[src/rtl/spcpu_mem_arbiter_if.sv]
`default_nettype none
// ============================================================================
//  Module   : spcpu_mem_arbiter_if
//  Purpose  : Bundles the two requester ports and the single memory port
//             that spcpu_mem_arbiter connects.
//  Modports : master - the arbiter side. It receives requests and memory
//                      responses, and drives completions and the memory request.
//             slave  - the requesters/memory side. It is the mirror image.
//  Signals  : rq_req_rdwr/rq_addr/rq_acc_sz/rq_we/rq_wdata  per-port requests
//             rq_data_ready/rq_rdata/rq_error             per-port completion
//             mem_req_rdwr/mem_addr/mem_acc_sz/mem_we/mem_wdata  to memory
//             mem_rdata/mem_data_ready                   from memory
//             grant_id/busy                              arbiter status
//  Revision : 1.0 - initial release
// ============================================================================
interface spcpu_mem_arbiter_if #(
  parameter int ADDR_WIDTH = 16,
  parameter int DATA_WIDTH = 16
) ();
  logic [1:0]              rq_req_rdwr;
  logic [2*ADDR_WIDTH-1:0] rq_addr;
  logic [1:0]              rq_acc_sz;
  logic [1:0]              rq_we;
  logic [2*DATA_WIDTH-1:0] rq_wdata;
  logic [1:0]              rq_data_ready;
  logic [DATA_WIDTH-1:0]   rq_rdata;
  logic [1:0]              rq_error;
  logic                    mem_req_rdwr;
  logic [ADDR_WIDTH-1:0]   mem_addr;
  logic                    mem_acc_sz;
  logic                    mem_we;
  logic [DATA_WIDTH-1:0]   mem_wdata;
  logic [DATA_WIDTH-1:0]   mem_rdata;
  logic                    mem_data_ready;
  logic                    grant_id;
  logic                    busy;

  modport master (
    input  rq_req_rdwr, rq_addr, rq_acc_sz, rq_we, rq_wdata,
    input  mem_rdata, mem_data_ready,
    output rq_data_ready, rq_rdata, rq_error,
    output mem_req_rdwr, mem_addr, mem_acc_sz, mem_we, mem_wdata,
    output grant_id, busy
  );

  modport slave (
    output rq_req_rdwr, rq_addr, rq_acc_sz, rq_we, rq_wdata,
    output mem_rdata, mem_data_ready,
    input  rq_data_ready, rq_rdata, rq_error,
    input  mem_req_rdwr, mem_addr, mem_acc_sz, mem_we, mem_wdata,
    input  grant_id, busy
  );
endinterface
`default_nettype wire

[src/rtl/spcpu_mem_arbiter.sv]
`default_nettype none
// ============================================================================
//  Module   : spcpu_mem_arbiter
//  Purpose  : Shares one memory port between port 0 (spcpu core) and port 1
//             (DMA/debug loader). Only one transaction is forwarded at a time.
//             Grants are round-robin, and port 0 wins the first tie after
//             reset. A per-transaction timeout aborts a hung memory access.
//  Ports    : clk    - clock shared with the memory and the requesters
//             reset  - synchronous reset, active low
//             bus    - spcpu_mem_arbiter_if.master; carries the requester
//                      ports, the memory port and the grant_id/busy status
//  Revision : 1.0 - initial release
// ============================================================================
module spcpu_mem_arbiter #(
  parameter int ADDR_WIDTH     = 16,
  parameter int DATA_WIDTH     = 16,
  parameter int TIMEOUT_CYCLES = 255,
  parameter int CNT_WIDTH      = 8
) (
  input  logic                clk,
  input  logic                reset,
  spcpu_mem_arbiter_if.master bus
);

  typedef enum logic [1:0] {
    S_IDLE = 2'd0,
    S_BUSY = 2'd1,
    S_DONE = 2'd2
  } state_t;

  // The counter starts at 0 in the first BUSY cycle. When it holds
  // TIMEOUT_CYCLES-1, that BUSY cycle is number TIMEOUT_CYCLES, so it is the
  // abort cycle.
  localparam logic [CNT_WIDTH-1:0] c_CNT_LAST = CNT_WIDTH'(TIMEOUT_CYCLES - 1);

  state_t                r_state,         w_state;
  logic                  r_last_grant,    w_last_grant;
  logic                  r_grant_id,      w_grant_id;
  logic [CNT_WIDTH-1:0]  r_cnt,           w_cnt;
  logic                  r_mem_req,       w_mem_req;
  logic [ADDR_WIDTH-1:0] r_mem_addr,      w_mem_addr;
  logic                  r_mem_acc_sz,    w_mem_acc_sz;
  logic                  r_mem_we,        w_mem_we;
  logic [DATA_WIDTH-1:0] r_mem_wdata,     w_mem_wdata;
  logic [1:0]            r_rq_data_ready, w_rq_data_ready;
  logic [DATA_WIDTH-1:0] r_rq_rdata,      w_rq_rdata;
  logic [1:0]            r_rq_error,      w_rq_error;
  logic                  w_winner;
  logic [1:0]            w_grant_onehot;

  always_ff @(posedge clk) begin
    if (!reset) begin
      r_state         <= S_IDLE;
      r_last_grant    <= 1'b1;   // makes port 0 the first tie winner
      r_grant_id      <= 1'b0;
      r_cnt           <= '0;
      r_mem_req       <= 1'b0;
      r_mem_addr      <= '0;
      r_mem_acc_sz    <= 1'b0;
      r_mem_we        <= 1'b0;
      r_mem_wdata     <= '0;
      r_rq_data_ready <= 2'b00;
      r_rq_rdata      <= '0;
      r_rq_error      <= 2'b00;
    end else begin
      r_state         <= w_state;
      r_last_grant    <= w_last_grant;
      r_grant_id      <= w_grant_id;
      r_cnt           <= w_cnt;
      r_mem_req       <= w_mem_req;
      r_mem_addr      <= w_mem_addr;
      r_mem_acc_sz    <= w_mem_acc_sz;
      r_mem_we        <= w_mem_we;
      r_mem_wdata     <= w_mem_wdata;
      r_rq_data_ready <= w_rq_data_ready;
      r_rq_rdata      <= w_rq_rdata;
      r_rq_error      <= w_rq_error;
    end
  end

  assign w_grant_onehot = r_grant_id ? 2'b10 : 2'b01;

  always_comb begin
    w_state         = r_state;
    w_last_grant    = r_last_grant;
    w_grant_id      = r_grant_id;
    w_cnt           = r_cnt;
    w_mem_req       = r_mem_req;
    w_mem_addr      = r_mem_addr;
    w_mem_acc_sz    = r_mem_acc_sz;
    w_mem_we        = r_mem_we;
    w_mem_wdata     = r_mem_wdata;
    w_rq_data_ready = r_rq_data_ready;
    w_rq_rdata      = r_rq_rdata;
    w_rq_error      = r_rq_error;
    w_winner        = 1'b0;

    case (r_state)
      S_IDLE: begin
        w_rq_data_ready = 2'b00;
        w_rq_error      = 2'b00;
        if (|bus.rq_req_rdwr) begin
          // On contention, grant the port that did not win last time.
          if (bus.rq_req_rdwr == 2'b11) begin
            w_winner = ~r_last_grant;
          end else begin
            w_winner = bus.rq_req_rdwr[1];
          end
          w_mem_addr   = w_winner ? bus.rq_addr[2*ADDR_WIDTH-1:ADDR_WIDTH]
                                  : bus.rq_addr[ADDR_WIDTH-1:0];
          w_mem_wdata  = w_winner ? bus.rq_wdata[2*DATA_WIDTH-1:DATA_WIDTH]
                                  : bus.rq_wdata[DATA_WIDTH-1:0];
          w_mem_acc_sz = bus.rq_acc_sz[w_winner];
          w_mem_we     = bus.rq_we[w_winner];
          w_mem_req    = 1'b1;
          w_grant_id   = w_winner;
          w_last_grant = w_winner;
          w_cnt        = '0;
          w_state      = S_BUSY;
        end
      end

      S_BUSY: begin
        w_cnt = r_cnt + 1'b1;
        // If ready and timeout fall in the same cycle, ready is checked
        // first, so the access completes normally.
        if (bus.mem_data_ready) begin
          w_rq_data_ready = w_grant_onehot;
          w_rq_rdata      = bus.mem_rdata;
          w_mem_req       = 1'b0;
          w_state         = S_DONE;
        end else if (r_cnt == c_CNT_LAST) begin
          w_rq_data_ready = w_grant_onehot;
          w_rq_error      = w_grant_onehot;
          w_rq_rdata      = '0;
          w_mem_req       = 1'b0;
          w_state         = S_DONE;
        end
      end

      S_DONE: begin
        // This bubble cycle lets the memory see mem_req_rdwr low before the
        // next request can be issued.
        w_rq_data_ready = 2'b00;
        w_rq_error      = 2'b00;
        w_rq_rdata      = '0;
        w_state         = S_IDLE;
      end

      default: begin
        w_state = S_IDLE;
      end
    endcase
  end

  assign bus.rq_data_ready = r_rq_data_ready;
  assign bus.rq_rdata      = r_rq_rdata;
  assign bus.rq_error      = r_rq_error;
  assign bus.mem_req_rdwr  = r_mem_req;
  assign bus.mem_addr      = r_mem_addr;
  assign bus.mem_acc_sz    = r_mem_acc_sz;
  assign bus.mem_we        = r_mem_we;
  assign bus.mem_wdata     = r_mem_wdata;
  assign bus.grant_id      = r_grant_id;
  assign bus.busy          = (r_state == S_BUSY);

endmodule
`default_nettype wire

[src/flat_wrapper.sv]
// flat-port wrapper written by rule: the top's interface ports become plain ports
module spcpu_mem_arbiter_flat 
#(
  parameter int ADDR_WIDTH     = 16,
  parameter int DATA_WIDTH     = 16,
  parameter int TIMEOUT_CYCLES = 255,
  parameter int CNT_WIDTH      = 8
)
  (clk, reset, bus_rq_req_rdwr, bus_rq_addr, bus_rq_acc_sz, bus_rq_we, bus_rq_wdata, bus_mem_rdata, bus_mem_data_ready, bus_rq_data_ready, bus_rq_rdata, bus_rq_error, bus_mem_req_rdwr, bus_mem_addr, bus_mem_acc_sz, bus_mem_we, bus_mem_wdata, bus_grant_id, bus_busy);
  spcpu_mem_arbiter_if #(.ADDR_WIDTH(ADDR_WIDTH), .DATA_WIDTH(DATA_WIDTH)) bus_i ();
  input  logic clk;
  input  logic reset;
  input wire logic [$bits(bus_i.rq_req_rdwr)-1:0] bus_rq_req_rdwr;
  input wire logic [$bits(bus_i.rq_addr)-1:0] bus_rq_addr;
  input wire logic [$bits(bus_i.rq_acc_sz)-1:0] bus_rq_acc_sz;
  input wire logic [$bits(bus_i.rq_we)-1:0] bus_rq_we;
  input wire logic [$bits(bus_i.rq_wdata)-1:0] bus_rq_wdata;
  input wire logic [$bits(bus_i.mem_rdata)-1:0] bus_mem_rdata;
  input wire logic [$bits(bus_i.mem_data_ready)-1:0] bus_mem_data_ready;
  output wire logic [$bits(bus_i.rq_data_ready)-1:0] bus_rq_data_ready;
  output wire logic [$bits(bus_i.rq_rdata)-1:0] bus_rq_rdata;
  output wire logic [$bits(bus_i.rq_error)-1:0] bus_rq_error;
  output wire logic [$bits(bus_i.mem_req_rdwr)-1:0] bus_mem_req_rdwr;
  output wire logic [$bits(bus_i.mem_addr)-1:0] bus_mem_addr;
  output wire logic [$bits(bus_i.mem_acc_sz)-1:0] bus_mem_acc_sz;
  output wire logic [$bits(bus_i.mem_we)-1:0] bus_mem_we;
  output wire logic [$bits(bus_i.mem_wdata)-1:0] bus_mem_wdata;
  output wire logic [$bits(bus_i.grant_id)-1:0] bus_grant_id;
  output wire logic [$bits(bus_i.busy)-1:0] bus_busy;
  assign bus_i.rq_req_rdwr = bus_rq_req_rdwr;
  assign bus_i.rq_addr = bus_rq_addr;
  assign bus_i.rq_acc_sz = bus_rq_acc_sz;
  assign bus_i.rq_we = bus_rq_we;
  assign bus_i.rq_wdata = bus_rq_wdata;
  assign bus_i.mem_rdata = bus_mem_rdata;
  assign bus_i.mem_data_ready = bus_mem_data_ready;
  assign bus_rq_data_ready = bus_i.rq_data_ready;
  assign bus_rq_rdata = bus_i.rq_rdata;
  assign bus_rq_error = bus_i.rq_error;
  assign bus_mem_req_rdwr = bus_i.mem_req_rdwr;
  assign bus_mem_addr = bus_i.mem_addr;
  assign bus_mem_acc_sz = bus_i.mem_acc_sz;
  assign bus_mem_we = bus_i.mem_we;
  assign bus_mem_wdata = bus_i.mem_wdata;
  assign bus_grant_id = bus_i.grant_id;
  assign bus_busy = bus_i.busy;
  spcpu_mem_arbiter #(.ADDR_WIDTH(ADDR_WIDTH), .DATA_WIDTH(DATA_WIDTH), .TIMEOUT_CYCLES(TIMEOUT_CYCLES), .CNT_WIDTH(CNT_WIDTH)) u_core (.clk(clk), .reset(reset), .bus(bus_i));
endmodule
[config.mk]
export PLATFORM = sky130hd
export DESIGN_NAME = spcpu_mem_arbiter_flat
export DESIGN_NICKNAME = d
export VERILOG_FILES = /design/src/rtl/spcpu_mem_arbiter_if.sv /design/src/rtl/spcpu_mem_arbiter.sv /design/src/flat_wrapper.sv
export SDC_FILE = /design/constraint.sdc
export NUM_CORES = 1
export LEC_CHECK = 0
export ABC_AREA = 1
export BUFFER_PORTS_ARGS = -buffer_cell sky130_fd_sc_hd__buf_4
export CORE_ASPECT_RATIO = 1.5
export CORE_MARGIN = 3
export CORE_UTILIZATION = 48
export DETAILED_ROUTE_END_ITERATION = 12
export PLACE_DENSITY = 0.83
export SETUP_SLACK_MARGIN = 0.4
export SYNTH_ARGS = -nofsm -noshare
export SYNTH_HDL_FRONTEND = slang
export SYNTH_SLANG_ARGS = --single-unit
[constraint.sdc]
create_clock -name clk -period 4.6 [get_ports clk]
set_clock_uncertainty 0.15 [all_clocks]
set_input_delay 0.92 -clock clk [delete_from_list [all_inputs] [get_ports clk]]
set_output_delay 0.92 -clock clk [all_outputs]
set_load 0.05 [all_outputs]
After elaboration in Yosys (flattened, before gate mapping)
Index checks and enable logic that the tools add are counted.

Word-level logic and storage cells: 64. Output and inout bits: 57. Flip-flop bits (word level): 67. Input bits: 89.

Bitwise logic cells: 1. Eq/ne operators: 8. Muxes and demuxes: 28. $add $sub $neg: 1. Order comparisons: 1. Reduce and logical (&&, ||, !) cells: 13.

Operators by type and width (number): $mux W16 (4); $pmux W16 S2 (1); $pmux W8 S2 (1); $mux W2 (7); $pmux W2 S2 (3); $mux W1 (10); $reduce_and A2 Y1 (5); $add A8 B1 Y8 const B (1); $eq A8 B8 Y1 const B (1); $mux W8 (1); $reduce_and A3 Y1 (2); $reduce_bool A2 Y1 (3); $eq A2 B2 Y1 const B (2); $ne A2 B1 Y1 const B (2); $reduce_or A2 Y1 (2); $ne A3 B2 Y1 const B (1); $eq A2 B1 Y1 const B (1); $logic_not A2 Y1 (1); $lt A1 B2 Y1 const B (1); $ne A2 B2 Y1 const B (1); $pmux W1 S2 (1); $not A1 Y1 (1).

Logic depth before layout (Yosys ltp)
Gate-level depths: netlist (run 1).

Word-level depth: 6. Mapped depth: 10. Gate-level depth less buffers: 10.

Worst setup path before layout (run 1)
Ideal clock, no wire load.

Path type: reg-to-output. Start: register u_core.r_state[0]. End: output port bus_busy. Arrival: 888 ps. Path slack: 2642 ps. Buffers on the path: 1. Required time: 3530 ps. Cell stages (with the launch flop): 4. Path through: dfxtp_1 -> nand2_1 -> inv_1 -> buf_4.

Longest elaborated chain between the ends: 1.

Ends and longest elaborated chain: start, declared (line spcpu_mem_arbiter.sv:36) `state_t r_state, w_state;`; start signal, assigned (line spcpu_mem_arbiter.sv:66) `r_state <= w_state;`; $eq A2 B1 Y1 (line spcpu_mem_arbiter.sv:165) `assign bus.busy = (r_state == S_BUSY);`; end, declared (line flat_wrapper.sv:29) `output wire logic [$bits(bus_i.busy)-1:0] bus_busy;`.

No other way between the ends.

Worst setup path in the final report (run 1)
Ends and elaborated chain as after synthesis.

==> results of run 1 <==
-- stage by stage --
stage | total power, mW | hold WS, ns | setup WS [ns] | utilization [%] | instance area [µm²]
floorplan | 0.992 | 0.279 | 2.64 | - | 2780
CTS | 1.70 | 0.310 | 1.96 | 73.2 | 4050
detailed placement | 1.15 | 0.299 | 1.78 | 69.1 | 3820
global route | 1.76 | 0.350 | 1.84 | 73.2 | 4050
finish | 1.69 | 0.313 | 1.96 | 73.2 | 4050
global placement | 1.15 | 0.287 | 1.85 | 69.1 | 3820
-- worst max-delay path, delay by kind of cell (launching register included) --
| family | cells | cell delay [ns] |
|---|---|---|
| buf+inv | 2 | 0.59 |
| flops | 1 | 0.47 |
| simple gates | 1 | 0.17 |
-- worst min-delay path by stage --
stage                            from                     end  cells after the start
6_report       u_core.bus.rq_error[1]  u_core.bus.rq_error[1]                      2
5_1_grt        u_core.bus.rq_rdata[3]  u_core.bus.rq_rdata[3]                      2
4_1_cts        u_core.bus.rq_error[1]  u_core.bus.rq_error[1]                      2
3_5_place_dp   u_core.bus.rq_error[1]  u_core.bus.rq_error[1]                      2
3_3_place_gp   u_core.bus.rq_error[1]  u_core.bus.rq_error[1]                      2
2_1_floorplan     u_core.r_last_grant     u_core.r_last_grant                      2
-- placed cells by master, fill, tap and decap left out, types with 3 or more instances in the layout --
| cell type | instances |
|---|---|
| nand3_1 | 25 |
| clkinv_2 | 3 |
| o21ai_1 | 3 |
| nor2_1 | 9 |
| a31oi_1 | 35 |
| a21oi_1 | 27 |
| dfxtp_1 | 67 |
| nand2_1 | 111 |
| buf_4 | 146 |
| inv_1 | 13 |
| o21ai_0 | 36 |
| clkbuf_8 | 11 |
-- report_power, final --
group	switching, mW	internal [mW]	leakage (nW)
clock network	0.220	0.332	0.119
registers	0.0324	0.635	0.551
logic	0.318	0.155	1.18
total	0.570	1.12	1.85
-- sequential cells by signal (all words and copies together), names as in the netlist --
| register | flops |
|---|---|
| u_core.bus.grant_id | 1 |
| u_core.bus.mem_acc_sz | 1 |
| u_core.bus.mem_addr | 16 |
| u_core.bus.mem_req_rdwr | 1 |
| u_core.bus.mem_wdata | 16 |
| u_core.bus.mem_we | 1 |
| u_core.bus.rq_data_ready | 2 |
| u_core.bus.rq_error | 2 |
| u_core.bus.rq_rdata | 16 |
| u_core.r_cnt | 8 |
| u_core.r_last_grant | 1 |
| u_core.r_state | 2 |
-- logic make-up after synthesis --
kind of cell	after synthesis	share of synthesized area, %
compound gates	105	21.1
flops	67	48.2
fa+ha+maj	2	0.899
buf+inv	41	7.42
simple gates	153	22.4
-- final cells by class --
type	instances	share of cell area, %
clock buffers	11	3.74
clock inverters	5	1.85
inverters	16	1.48
multi-input cells	260	30.5
flip-flops and latches	67	33.1
well taps	70	2.16
repair buffers	146	27.1
-- layer usage --
metal  track usage (%)  routed length [µm]  vias to the layer above
li1                  -                   -                     1511
met1              26.7                3020                     1311
met2              39.2                3780                      137
met3              11.8                 916                       27
met4              13.3                 303                        0
met5                 0                   0                        -
==> results_dict.tcl, run 1 <==
set metrics [dict create \
    run_status "completed" \
    drv_slew 0 \
    die-width_um 68.2 \
    nets 591 \
    yosys-top-cells-count "nand2_1, dfxtp_1, o21ai_0" \
    grt_use_total_pct 24.8 \
    synth_top_area_share_pct 48.2 \
    ctsResizeCount 0 \
    cp-startpoint "u_core.r_state[0]" \
    p_leak_nw 1.85 \
    port_buffers 145 \
    vias 2986 \
    fin_tns_setup_ns 0 \
    seq_area_frac_synth_pct 48.2 \
    cts_tree "built" \
    hold_class "flip-flop to flip-flop" \
    synth.most_common_cell "nand2_1" \
    syn_area_per_cell_um2 7.57 \
    fin_crit_sh_pct 57.4 \
    rsz0062_at_grt "no" \
    drc 0 \
    drt-wirelength-per-cell_um 13.9 \
    crit_end "bus_busy" \
    cts-root-buf "clkbuf_8" \
    finalNonFillerCells 575 \
    fp.dieH_um 99.3 \
    tightestPinTransition_ns 0.897 \
    crit_type "flip-flop to primary output" \
    synthTopCellsByArea "dfxtp_1, nand2_1, a31oi_1" \
    critPathSlowestCell "dfxtp_1" \
    async_reset_ff_share_pct 0 \
    grt_max_degree 69 \
    yosys_warnings 0 \
    n_fill_cell 465 \
    r2r_setup_slack_ns 2.41 \
    reg2reg_depth 6 \
    dieArea_um2 6770 \
    timing.critical_path.cells "nand2_1 > inv_1 > buf_4" \
    fmax_mhz 379 \
    ios 146 \
    ff_latch_area_um2 1340 \
    reg2reg_from "u_core.r_last_grant" \
    layout-drive-gt1-share_pct 33.3 \
    ys.flop_type "dfxtp_1" \
    hold_violations 0 \
    area_delta_synth_final_pct 45.4 \
    numCtsBuffers 9 \
    crit_path_max_fanout 13 \
    cts.sinks 67 \
    p_per_area_nw_per_um2 418 \
    clk_pin_slew_ns 0.07 \
    clock_path_buffers 2 \
    grt_first_pass_wirelength_um 12800 \
    timing.rr.end "u_core.bus.mem_addr[8]" \
    cp.required_ns 3.53 \
    place_hpwl_um 5820 \
    worstSetupStartpointType "flip-flop" \
    cp_data_arrival_time_ns 1.57 \
    ant_nets 0 \
    min_period_ns 2.64 \
    gp_congestion 0.823 \
    antenna_found_initial 0 \
    ctsHoldBuffers 0 \
    synth_cell_types 24 \
    post_cts_buffers 0 \
    syn_area_um2 2780 \
    start_util_pct 50.3 \
    cts_max_level 3 \
    setup_viol 0 \
    clk_latency_ns 0.33 \
    maxSlewHeadroom_pct 40.1 \
    first_iter_violations 159 \
    core_um2 5530 \
    place_inst 559 \
    multi_input_area_um2 1240 \
    yosys.area.top_type "dfxtp_1" \
    routed_wl_um 8010 \
    syn-num-nets 459 \
    diodes 0 \
    drtPass1Iterations 4 \
    synth_edf_count 0 \
    critPathCaptureType "primary output" \
    netlist_instances 368 \
    max_stage_delay_ns 0.47 \
    grt-ovfl-total 0 \
    cap_viol_max_count 0 \
    irDropWorstVdd_v 0.000259 \
    grt_pass1_vias 2949 \
    rows 33 \
    vias_per_cell 5.19 \
    synth_seq_cells 67 \
]
No activity file was read; power rests on OpenSTA's default activity.
==> run 2: changes to the inputs <==
- CORE_UTILIZATION: 48 -> 45
- PLACE_DENSITY: 0.83 -> 0.79
- clock period: 4.6 -> 2.45 ns (I/O delays scaled with it)
==> results_dict.tcl, run 2 (synthesis results as in run 1) <==
set metrics [dict create \
    maxSlewHeadroom_pct 53.5 \
    fin_ws_ns 0.531 \
    critPathSlowestCell "dfxtp_2" \
    vias 3009 \
    r2r_setup_slack_ns 0.63 \
    hold_class "input port to flip-flop" \
    die-width_um 70.2 \
    switching_share_pct 35.7 \
    gp_congestion 0.809 \
    hold_violations 0 \
    critPathCaptureType "primary output" \
    grt-ovfl-total 0 \
    tightestPinTransition_ns 0.696 \
    cts-root-buf "clkbuf_8" \
    rsz0062_at_grt "no" \
    diodes 0 \
    cts.sinks 67 \
    clock_path_buffers 2 \
    drtPass1Iterations 4 \
    ant_nets 0 \
    critPathBufInv 2 \
    n_fill_cell 515 \
    vias_per_cell 5.20 \
    crit_path_max_fanout 7 \
    layout-drive-gt1-share_pct 33.3 \
    globalRouteMet1Util_pct 23.2 \
    power_frac_comb_pct 30.5 \
    reg2reg_depth 9 \
    core_um2 5910 \
    reg2reg_from "u_core.r_cnt[0]" \
    p_int_mw 1.87 \
    cp.required_ns 1.81 \
    area_delta_synth_final_pct 44.0 \
    antenna_found_initial 0 \
    rows 34 \
    power_switching_mw 1.04 \
    grtUsageMet3_pct 9.25 \
    clk_latency_ns 0.34 \
    ctsResizeCount 0 \
    worstSetupStartpointType "flip-flop" \
    p_per_area_nw_per_um2 727 \
    p_clk_share_pct 26.5 \
    fp.dieH_um 102 \
    first_iter_violations 172 \
    irDropWorstVdd_v 0.000430 \
    nets 594 \
    clk_pin_slew_ns 0.07 \
    fin_tns_setup_ns 0 \
    critPathTopFamily "flip-flops" \
    final_cell_mix "buf_4, nand2_1, dfxtp_1" \
    numCtsBuffers 9 \
    place_hpwl_um 5860 \
    cap_viol_max_count 0 \
    min_period_ns 1.92 \
    p_leak_nw 1.83 \
    cp_data_arrival_time_ns 1.28 \
    run_status "completed" \
    ios 146 \
    cts_max_level 3 \
    grt_use_total_pct 21.6 \
    power_frac_seq_pct 43.0 \
    grt_max_degree 69 \
    routed_wl_um 7890 \
    port_buffers 145 \
    layout_commonest_cell "buf_4" \
    dp_slack_ns 0.439 \
    grt.busiest_layer "met2" \
    drt-wirelength-per-cell_um 13.6 \
    fin_crit_sh_pct 78.3 \
    drc 0 \
    drv_slew 0 \
    timing.rr.end "u_core.bus.rq_rdata[12]" \
    start_util_pct 47.1 \
    fmax_mhz 521 \
    max_stage_delay_ns 0.41 \
    use_met2_pct 38.2 \
    post_cts_buffers 0 \
    cp-startpoint "u_core.r_state[0]" \
    grt_pass1_vias 2887 \
    timing.critical_path.cells "nand2_1 > inv_1 > buf_4" \
    setup_viol 0 \
    fin_util_pct 67.8 \
    grt_first_pass_wirelength_um 12700 \
    place_inst 564 \
    ctsHoldBuffers 0 \
    cts_tree "built" \
    dieArea_um2 7190 \
    crit_type "flip-flop to primary output" \
    path_depth 3 \
    crit_end "bus_busy" \
    finalNonFillerCells 579 \
]
==> run 2: changes by cell type in the layout (fill, tap and decap cells not counted), sizes merged <==
cell / delta
clkbuf: +1
buf: +3
bufinv: -2
==> run 2: per-stage QoR <==
step	hold WS, ns	total power [mW]	area, µm²
CTS	0.255	2.94	4010
global placement	0.289	2.15	3850
floorplan	0.279	1.86	2780
detailed placement	0.294	2.17	3850
global route	0.262	3.06	4010
finish	0.268	2.92	4010
==> run 2: area by class of cell <==
| class | instances | area (µm²) | share of cell area [%] |
|---|---|---|---|
| Multi-Input combinational cell | 260 | 1240 | 30.8 |
| Tap cell | 72 | 90.1 | 2.25 |
| Clock inverter | 3 | 15.0 | 0.374 |
| Timing Repair Buffer | 149 | 1120 | 27.9 |
| Clock buffer | 12 | 145 | 3.62 |
| Sequential cell | 67 | 1340 | 33.5 |
| Inverter | 16 | 62.6 | 1.56 |
==> run 2: tightest hold or removal path: cells and delay by family <==
kind / cells / cell delay (ns)
AOI/OAI and AO/OA: 1 / 0.06
buffers and inverters: 1 / 0.11
and+or+nand+nor: 1 / 0.06
==> run 2: how the worst min path moves through the flow <==
stage                            from                       to  slack (ns)  depth (start not counted)
2_1_floorplan     u_core.r_last_grant      u_core.r_last_grant        0.28                          2
3_3_place_gp   u_core.bus.rq_error[1]   u_core.bus.rq_error[1]        0.29                          2
3_5_place_dp   u_core.bus.rq_error[1]   u_core.bus.rq_error[1]        0.29                          2
4_1_cts              bus_mem_rdata[7]   u_core.bus.rq_rdata[7]        0.25                          3
5_1_grt             bus_mem_rdata[15]  u_core.bus.rq_rdata[15]        0.26                          3
6_report             bus_mem_rdata[9]   u_core.bus.rq_rdata[9]        0.27                          3
==> run 2: power by group through the flow <==
stage	logic (mW)	registers [mW]	clock network (mW)
detailed placement	0.894	1.27	0
finish	0.889	1.26	0.772
global placement	0.881	1.27	0
global route	0.956	1.27	0.841
floorplan	0.275	1.59	0
CTS	0.895	1.25	0.789
==> run 2: per-layer routing <==
metal | up-vias | wire length [µm]
met4 | 0 | 121
met5 | - | 0
met3 | 13 | 791
met1 | 1357 | 2900
met2 | 126 | 4080
li1 | 1513 | -
==> run 3: changes to the inputs <==
- clock period: 2.45 -> 1.9 ns (I/O delays scaled with it)
==> results_dict.tcl, run 3 (synthesis results as in run 1) <==
set metrics [dict create \
    min_delay_worst_endpoint "u_core.bus.rq_rdata[6]" \
    critPathCaptureType "flip-flop" \
    fmax_mhz 635 \
    diodes 0 \
    grt.busiest_layer "met2" \
    maxSlewHeadroom_pct 77.5 \
    clk_latency_ns 0.34 \
    cts.sinks 67 \
    grtUsageMet3_pct 9.35 \
    clock_path_buffers 2 \
    first_iter_violations 150 \
    cp.required_ns 2.03 \
    irDropWorstVdd_v 0.000615 \
    min_period_ns 1.57 \
    ios 146 \
    area_delta_synth_final_pct 63.8 \
    antenna_found_initial 0 \
    worstSetupStartpointType "flip-flop" \
    die-width_um 70.2 \
    grt_use_total_pct 23.7 \
    core_um2 5910 \
    path_common_cell "nand2_8" \
    ff_latch_area_um2 1350 \
    p_per_area_nw_per_um2 925 \
    layout_commonest_cell "buf_4" \
    fin_tns_setup_ns 0 \
    grt-ovfl-total 0 \
    cts-root-buf "clkbuf_8" \
    fin_total_pwr_mw 4.22 \
    gp_congestion 0.847 \
    port_buffers 145 \
    grt_pass1_vias 3074 \
    cts_max_level 3 \
    vias_per_cell 5.29 \
    timing.rr.end "u_core.bus.rq_rdata[10]" \
    p_leak_nw 2.00 \
    place_hpwl_um 5960 \
    reg2reg_depth 10 \
    max_stage_delay_ns 0.36 \
    start_util_pct 47.1 \
    grt_first_pass_wirelength_um 13900 \
    nets 611 \
    critPathSlowestCell "dfxtp_4" \
    numCtsBuffers 9 \
    r2r_setup_slack_ns 0.33 \
    ant_nets 0 \
    timing.critical_path.cells "inv_4 > ha_4 > nand2_4 > nor2_4 > nand2_2 > nand2_8 > nand2_8 > nand3_1 > nand2_1 > nor2_1" \
    fp.dieH_um 102 \
    drt-wirelength-per-cell_um 15.5 \
    cts_tree "built" \
    hold_path_startpoint "bus_mem_rdata[6]" \
    multi_input_area_um2 1550 \
    dieArea_um2 7190 \
    run_status "completed" \
    clk_pin_slew_ns 0.08 \
    rows 34 \
    drv_slew 0 \
    cp_data_arrival_time_ns 1.71 \
    tightestPinTransition_ns 0.337 \
    crit_path_max_fanout 6 \
    crit_type "flip-flop to flip-flop" \
    ctsHoldBuffers 0 \
    hold_violations 0 \
    setup_viol 0 \
    fin_crit_sh_pct 82.8 \
    final_cell_mix "buf_4, nand2_1, dfxtp_1" \
    use_met2_pct 41.7 \
    drtPass1Iterations 5 \
    reg2reg_from "u_core.r_cnt[0]" \
    grt_max_degree 35 \
    layout-drive-gt1-share_pct 45.9 \
    drc 0 \
    rsz0062_at_grt "yes" \
    cap_viol_max_count 0 \
    globalRouteMet1Util_pct 25.7 \
    routed_wl_um 9270 \
    hold_class "input port to flip-flop" \
    whs_path_depth 3 \
    n_fill_cell 432 \
    vias 3158 \
]
## run 3: cell count changes in the layout (fill, tap and decap cells not counted), moves of 5 or more
| cell | before | now |
|---|---|---|
| buf_4 | 149 | 158 |
| a21oi_1 | 27 | 11 |
| nand3_2 | 0 | 15 |
| nand2_1 | 111 | 105 |
| nand3_1 | 25 | 8 |
| nand2_8 | 0 | 5 |
| a21oi_2 | 0 | 16 |
## run 3: what timing repair did
item,CTS,global route
pin swaps,1,8
resized for setup,21,61
setup endpoints to repair,42,58
setup buffers,2,5
hold endpoints to repair,0,0
gates cloned,2,2
## run 3: worst max-delay path by stage
stage	start	end	cells after the start	slack (ns)
floorplan	u_core.r_cnt[0]	u_core.bus.rq_rdata[10]	10	0.43
finish	u_core.r_cnt[0]	u_core.bus.rq_rdata[10]	10	0.33
global route	u_core.r_cnt[3]	u_core.bus.rq_rdata[10]	8	0.26
detailed placement	u_core.r_cnt[0]	u_core.bus.rq_rdata[10]	9	0.19
global placement	u_core.r_cnt[0]	u_core.bus.rq_rdata[10]	9	0.25
CTS	u_core.r_state[1]	bus_busy	4	0.35
## run 3: area by class of cell
type                       instances  area share (%)
sequential                        67            29.7
clock buffer                      11            3.32
multi-input combinational        263            34.0
tap                               72            1.98
timing repair buffer             163            28.2
inverter                          16            1.54
clock inverter                     5            1.32
## run 3: report_power, final
part | internal, mW | total (mW) | switching (mW)
logic | 0.490 | 1.35 | 0.855
registers | 1.54 | 1.62 | 0.0849
clock network | 0.682 | 1.25 | 0.570
## run 3: layer usage
layer / vias up / share of wire (%)
met3: 21 / 8.9
met4: 0 / 2.0
li1: 1554 / -
met2: 141 / 52
met1: 1442 / 37
met5: - / 0
## run 3: critical path, delay by kind of cell, from the launching register on
family / cells / cell delay, ns
simple gates: 8 / 0.82
flops: 1 / 0.36
fa+ha+maj: 1 / 0.13
buf+inv: 1 / 0.05
## run 3: stage by stage
stage	cells	utilization (%)	hold slack, ns	area (µm²)	worst slack, ns
detailed placement	570	66.0	0.293	3900	0.191
CTS	590	71.5	0.135	4230	0.348
global placement	570	66.0	0.290	3900	0.248
finish	597	77.1	0.137	4560	0.326
global route	597	77.1	0.137	4560	0.259
floorplan	368	-	0.279	2780	0.430
